File: config.mk
export PLATFORM = sky130hd
export DESIGN_NAME = ldst_step_sequencer
export DESIGN_NICKNAME = d
export VERILOG_FILES = /design/src/rtl/ldst_step_sequencer.sv
export SDC_FILE = /design/constraint.sdc
export NUM_CORES = 1
export LEC_CHECK = 0
export ABC_AREA = 1
export BUFFER_PORTS_ARGS = -buffer_cell sky130_fd_sc_hd__buf_2
export CAP_MARGIN = 20
export CELL_PAD_IN_SITES_DETAIL_PLACEMENT = 1
export CELL_PAD_IN_SITES_GLOBAL_PLACEMENT = 2
export CORE_ASPECT_RATIO = 1.75
export CORE_UTILIZATION = 22
export CTS_CLUSTER_DIAMETER = 60
export DETAILED_ROUTE_END_ITERATION = 6
export PLACE_DENSITY = 0.8
export SLEW_MARGIN = 20
export SYNTH_ARGS = -nofsm -noshare
export SYNTH_HDL_FRONTEND = slang
export SYNTH_SLANG_ARGS = --single-unit
File: constraint.sdc
create_clock -name clk -period 3.1 [get_ports clk]
set_clock_uncertainty 0.05 [all_clocks]
set_input_delay 0.155 -clock clk [delete_from_list [all_inputs] [get_ports clk]]
set_output_delay 0.155 -clock clk [all_outputs]
set_load 0.01 [all_outputs]
File: src/rtl/ldst_step_sequencer.sv
// Moore control-step sequencer for ld/ldi/st: fetch T0-T2, execute T3-T7, memory steps stretched by MEM_LAT.
// Optional single-step mode: define SEQ_SINGLE_STEP_EN to add a 'step' input gating every T-state transition.
module ldst_step_sequencer #(
  parameter int                MEM_LAT = 1,
  parameter int                OPC_W   = 5,
  parameter logic [OPC_W-1:0]  ADD_OPC = 5'b00011
) (
  input  logic             clk,
  input  logic             clr,
  input  logic             start,
  input  logic [31:0]      ir,
`ifdef SEQ_SINGLE_STEP_EN
  input  logic             step,
`endif
  output logic             busy,
  output logic             done,
  output logic             illegal,
  output logic [3:0]       state_o,
  output logic             PC_out,
  output logic             MAR_enable,
  output logic             IncPC,
  output logic             PC_enable,
  output logic             Read,
  output logic             MDR_enable,
  output logic             MDR_out,
  output logic             IR_enable,
  output logic             Gra,
  output logic             Grb,
  output logic             R_in,
  output logic             R_out,
  output logic             BA_out,
  output logic             Y_enable,
  output logic             C_out,
  output logic             Z_enable,
  output logic             ZLow_out,
  output logic             RAM_write_enable,
  output logic [OPC_W-1:0] opcode
);

  typedef enum logic [3:0] {
    S_IDLE = 4'd0,
    S_T0   = 4'd1,
    S_T1   = 4'd2,
    S_T2   = 4'd3,
    S_T3   = 4'd4,
    S_T4   = 4'd5,
    S_T5   = 4'd6,
    S_T6   = 4'd7,
    S_T7   = 4'd8,
    S_DONE = 4'd9
  } state_t;

  localparam logic [OPC_W-1:0] OPC_LD  = OPC_W'(0);
  localparam logic [OPC_W-1:0] OPC_LDI = OPC_W'(1);
  localparam logic [OPC_W-1:0] OPC_ST  = OPC_W'(2);
  localparam logic [3:0]       CNT_INIT = 4'(MEM_LAT - 1);

  state_t           state_q, state_d;
  logic [3:0]       cnt_q, cnt_d;
  logic [OPC_W-1:0] opc_q, opc_d;
  logic             illegal_q, illegal_d;
  logic             adv;
  logic [OPC_W-1:0] ir_opc;
  logic             unused_ir_bits;

  assign ir_opc         = ir[31 -: OPC_W];
  assign unused_ir_bits = ^ir[31-OPC_W:0];

`ifdef SEQ_SINGLE_STEP_EN
  assign adv = step;
`else
  assign adv = 1'b1;
`endif

  always_ff @(posedge clk or negedge clr) begin
    if (!clr) begin
      state_q   <= S_IDLE;
      cnt_q     <= 4'd0;
      opc_q     <= '0;
      illegal_q <= 1'b0;
    end else begin
      state_q   <= state_d;
      cnt_q     <= cnt_d;
      opc_q     <= opc_d;
      illegal_q <= illegal_d;
    end
  end

  // Held steps leave when the wait counter has run down to zero.
  always_comb begin
    state_d          = state_q;
    cnt_d            = cnt_q;
    opc_d            = opc_q;
    illegal_d        = illegal_q;
    PC_out           = 1'b0;
    MAR_enable       = 1'b0;
    IncPC            = 1'b0;
    PC_enable        = 1'b0;
    Read             = 1'b0;
    MDR_enable       = 1'b0;
    MDR_out          = 1'b0;
    IR_enable        = 1'b0;
    Gra              = 1'b0;
    Grb              = 1'b0;
    R_in             = 1'b0;
    R_out            = 1'b0;
    BA_out           = 1'b0;
    Y_enable         = 1'b0;
    C_out            = 1'b0;
    Z_enable         = 1'b0;
    ZLow_out         = 1'b0;
    RAM_write_enable = 1'b0;
    done             = 1'b0;
    opcode           = '0;

    case (state_q)
      S_IDLE: begin
        if (start) begin
          state_d   = S_T0;
          illegal_d = 1'b0;
        end
      end
      S_T0: begin
        PC_out     = 1'b1;
        MAR_enable = 1'b1;
        IncPC      = 1'b1;
        PC_enable  = 1'b1;
        if (adv) begin
          state_d = S_T1;
          cnt_d   = CNT_INIT;
        end
      end
      S_T1: begin
        Read       = 1'b1;
        MDR_enable = 1'b1;
        if (adv) begin
          if (cnt_q == 4'd0) state_d = S_T2;
          else               cnt_d   = cnt_q - 4'd1;
        end
      end
      S_T2: begin
        MDR_out   = 1'b1;
        IR_enable = 1'b1;
        if (adv) state_d = S_T3;
      end
      S_T3: begin
        Grb      = 1'b1;
        BA_out   = 1'b1;
        Y_enable = 1'b1;
        if (adv) begin
          opc_d = ir_opc;
          if (ir_opc == OPC_LD || ir_opc == OPC_LDI || ir_opc == OPC_ST) begin
            state_d = S_T4;
          end else begin
            illegal_d = 1'b1;
            state_d   = S_DONE;
          end
        end
      end
      S_T4: begin
        C_out    = 1'b1;
        Z_enable = 1'b1;
        opcode   = ADD_OPC;
        if (adv) state_d = S_T5;
      end
      S_T5: begin
        ZLow_out = 1'b1;
        if (opc_q == OPC_LDI) begin
          Gra  = 1'b1;
          R_in = 1'b1;
          if (adv) state_d = S_DONE;
        end else begin
          MAR_enable = 1'b1;
          if (adv) begin
            state_d = S_T6;
            cnt_d   = CNT_INIT;
          end
        end
      end
      // ld reads memory here; st instead places the source register into MDR.
      S_T6: begin
        MDR_enable = 1'b1;
        if (opc_q == OPC_LD) begin
          Read = 1'b1;
          if (adv) begin
            if (cnt_q == 4'd0) state_d = S_T7;
            else               cnt_d   = cnt_q - 4'd1;
          end
        end else begin
          Gra   = 1'b1;
          R_out = 1'b1;
          if (adv) begin
            state_d = S_T7;
            cnt_d   = CNT_INIT;
          end
        end
      end
      S_T7: begin
        if (opc_q == OPC_LD) begin
          MDR_out = 1'b1;
          Gra     = 1'b1;
          R_in    = 1'b1;
          if (adv) state_d = S_DONE;
        end else begin
          RAM_write_enable = 1'b1;
          if (adv) begin
            if (cnt_q == 4'd0) state_d = S_DONE;
            else               cnt_d   = cnt_q - 4'd1;
          end
        end
      end
      S_DONE: begin
        done    = 1'b1;
        state_d = S_IDLE;
      end
      default: state_d = S_IDLE;
    endcase
  end

  assign busy    = (state_q != S_IDLE);
  assign illegal = illegal_q;
  assign state_o = state_q;

endmodule

==> flow_metrics.env <==
export IMPL_grt_first_pass_wirelength_mm=5.402
export IMPL_start_util=0.2327
export IMPL_ys_flop_type="dfrtp_1"
export IMPL_hp_class="in -> reg"
export IMPL_synth_common_cells="nand2_1, nor2_1, inv_1, nand3_1, dfrtp_1"
export IMPL_synth_area_leaders="dfrtp_1, nand2_1, nand3_1"
export IMPL_core_area_um2=4748
export IMPL_gp_congestion=0.8036
export IMPL_cp_start_kind="register"
export IMPL_drc_errors=0
export IMPL_wl_mm=3.102
export IMPL_vdd_drop_max_mv=0.4074
export IMPL_synth_top_area_frac=0.3171
export IMPL_critical_path_required_ps=2890
export IMPL_cts_buffers=3
export IMPL_synth_area_um2=1105
export IMPL_clock_latency_ps=240
export IMPL_leakage_uw=0.0007901
export IMPL_grt_pass1_vias=1162
export IMPL_htreeDepth=1
export IMPL_grt_setup_unrepaired="false"
export IMPL_dieHeight_um=95.75
export IMPL_postCtsSetupBuffers=0
export IMPL_clockRootBuffer="clkbuf_8"
export IMPL_finalSetupViolCount=0
export IMPL_tns_ps=0
export IMPL_n_antenna_cell=0
export IMPL_cts_path_max_buffers=2
export IMPL_die_w_um=55.57
export IMPL_path_class="reg -> out"
export IMPL_drt_pass1_iter_count=4
export IMPL_ys_seq_area_frac=0.3171
export IMPL_die_area_um2=5321
export IMPL_grt_overflow_total=0
export IMPL_place_inst=248
export IMPL_synth_cells=171
export IMPL_worstSetupStartpoint="state_o[2]$_DFFE_PN0P_"
export IMPL_area_growth_synth_to_final_pct=18.80
export IMPL_num_vias=1135
export IMPL_grt_total_usage=0.1299
export IMPL_whs_path_depth=3
export IMPL_viasPerCell=4.504
export IMPL_r2r_end="state_o[0]$_DFFE_PN0P_"
export IMPL_fin_cells=252
export IMPL_antenna_found_initial=0
export IMPL_port_buffer_count=34
export IMPL_finalNetCount=238
export IMPL_hpwlAfterDp_mm=2.704
export IMPL_drv_slew=0
export IMPL_hold_viol_final=0
export IMPL_cts_resized=0
export IMPL_syn_avg_cell_area_um2=6.461
export IMPL_endpoint_kind="primary output"
export IMPL_reg2regPathDepth=8
export IMPL_fmax_mhz=575.4
export IMPL_rrSetupSlack_ps=1570
export IMPL_drive_above_1_share=0.2700
export IMPL_antenna_left=0
export IMPL_r2r_start="cnt_q[0]$_DFFE_PN0P_"
export IMPL_io_pins=65
export IMPL_holdCritStartpoint="ir[28]"
export IMPL_wl_per_cell_um=12.31
export IMPL_cts_clk_slew_worst_paths_ps=60
export IMPL_postSynth_asyncResetShare=1.000
export IMPL_synth_edf_count=0
export IMPL_synth_seq_cells=14
export IMPL_worstPathArrival_ps=1530
export IMPL_finalCriticalPeriod_ps=1738
export IMPL_synth_most_common_cell="nand2_1"
export IMPL_cts_tree="yes"
export IMPL_std_cell_rows=33
export IMPL_cellPowerDensity_nw_per_um2=863.2
export IMPL_slowest_stage="dfrtp_1"
export IMPL_cts_num_sinks=14
export IMPL_grt_max_degree=15
export IMPL_cp_slowest_stage_delay_ps=460
export IMPL_ys_types=21
export IMPL_period_share=0.5606
export IMPL_cp_max_fo=5
export IMPL_crit_chain="nor2_1 -> inv_1 -> nor2_1 -> a21oi_1 -> inv_1 -> buf_2"
export IMPL_drv_cap=0
export IMPL_timing_hold_ws_ps=73.31
export IMPL_drt_iter0_markers=7
export IMPL_min_to="opc_q[1]$_DFFE_PN0P_"
export IMPL_synth_area_leader_cell="dfrtp_1"
export IMPL_synth_warning_count=0
export IMPL_status="completed"
## cell families after synthesis
logic type,count (synthesis),share of synthesized area
and+or+nand+nor,111,0.4632
buffers and inverters,33,0.1529
DFF,14,0.3171
AOI/OAI and AO/OA,11,0.05209
adders and majority gates,1,0.01132
other,1,0.003394
## report_power, final
| group | leakage [µW] | internal, µW | total [µW] | switching [µW] |
|---|---|---|---|---|
| Clock | 0.0000216 | 85.5 | 143 | 57.6 |
| Sequential | 0.000181 | 244 | 314 | 70.1 |
| Combinational | 0.000587 | 227 | 676 | 449 |
| Total | 0.000790 | 556 | 1130 | 577 |
## metal layers
metal	global-route usage	wire length, µm	vias to the layer above	part of all wire
li1	-	-	576	-
met1	0.1342	1141	523	0.37
met2	0.2570	1771	30	0.57
met3	0.01613	103	6	0.033
met4	0.05833	86	0	0.028
met5	0	0	-	0
## cell usage in the layout, fill, tap and decap left out, types with 7 or more instances in the layout
master    n
buf_2    34
nand3_1  16
o21ai_0   7
dfrtp_1  14
inv_1    18
nand2_1  56
nor2_1   19
## state kept, by name, indices dropped and copies added, names as in the netlist
register / count
state_o: 4
illegal: 1
cnt_q: 4
opc_q: 5
## critical path: cells and delay by family, from the launching register on
kind | cells | cell delay (ps)
flops | 1 | 460
compound gates | 1 | 80
simple gates | 2 | 410
buf+inv | 3 | 330
## cell type report
cell class | instances | area, µm²
Clock buffer | 3 | 41.29
Fill cell | 628 | 3436
Inverter | 22 | 82.58
Multi-Input combinational cell | 126 | 593.1
Sequential cell | 14 | 350.3
Tap cell | 52 | 65.06
Timing Repair Buffer | 35 | 180.2
## per-stage QoR
stage               utilization  area, µm²  setup slack, ps  total power, µW
floorplan                     -       1112             1686            823.8
global placement         0.2656       1261             1561            992.1
detailed placement       0.2656       1261             1539             1006
CTS                      0.2764       1313             1349             1153
global route             0.2764       1313             1173             1256
finish                   0.2764       1313             1362             1133
## how the worst max path moves through the flow
| stage | cells past startpoint | end | slack [ps] |
|---|---|---|---|
| 6_report | 6 | Read | 1360 |
| 3_5_place_dp | 8 | state_o[0]$_DFFE_PN0P_ | 1540 |
| 4_1_cts | 6 | Read | 1350 |
| 3_3_place_gp | 8 | state_o[0]$_DFFE_PN0P_ | 1560 |
| 2_1_floorplan | 9 | cnt_q[0]$_DFFE_PN0P_ | 1690 |
| 5_1_grt | 6 | Gra | 1170 |
## timing repair
item                                   4_1_cts  5_1_grt
setup endpoints to repair                    0        0
endpoints found under the hold margin       14        0
hold buffers                                 1        0
(Power assumes the default switching activity.)
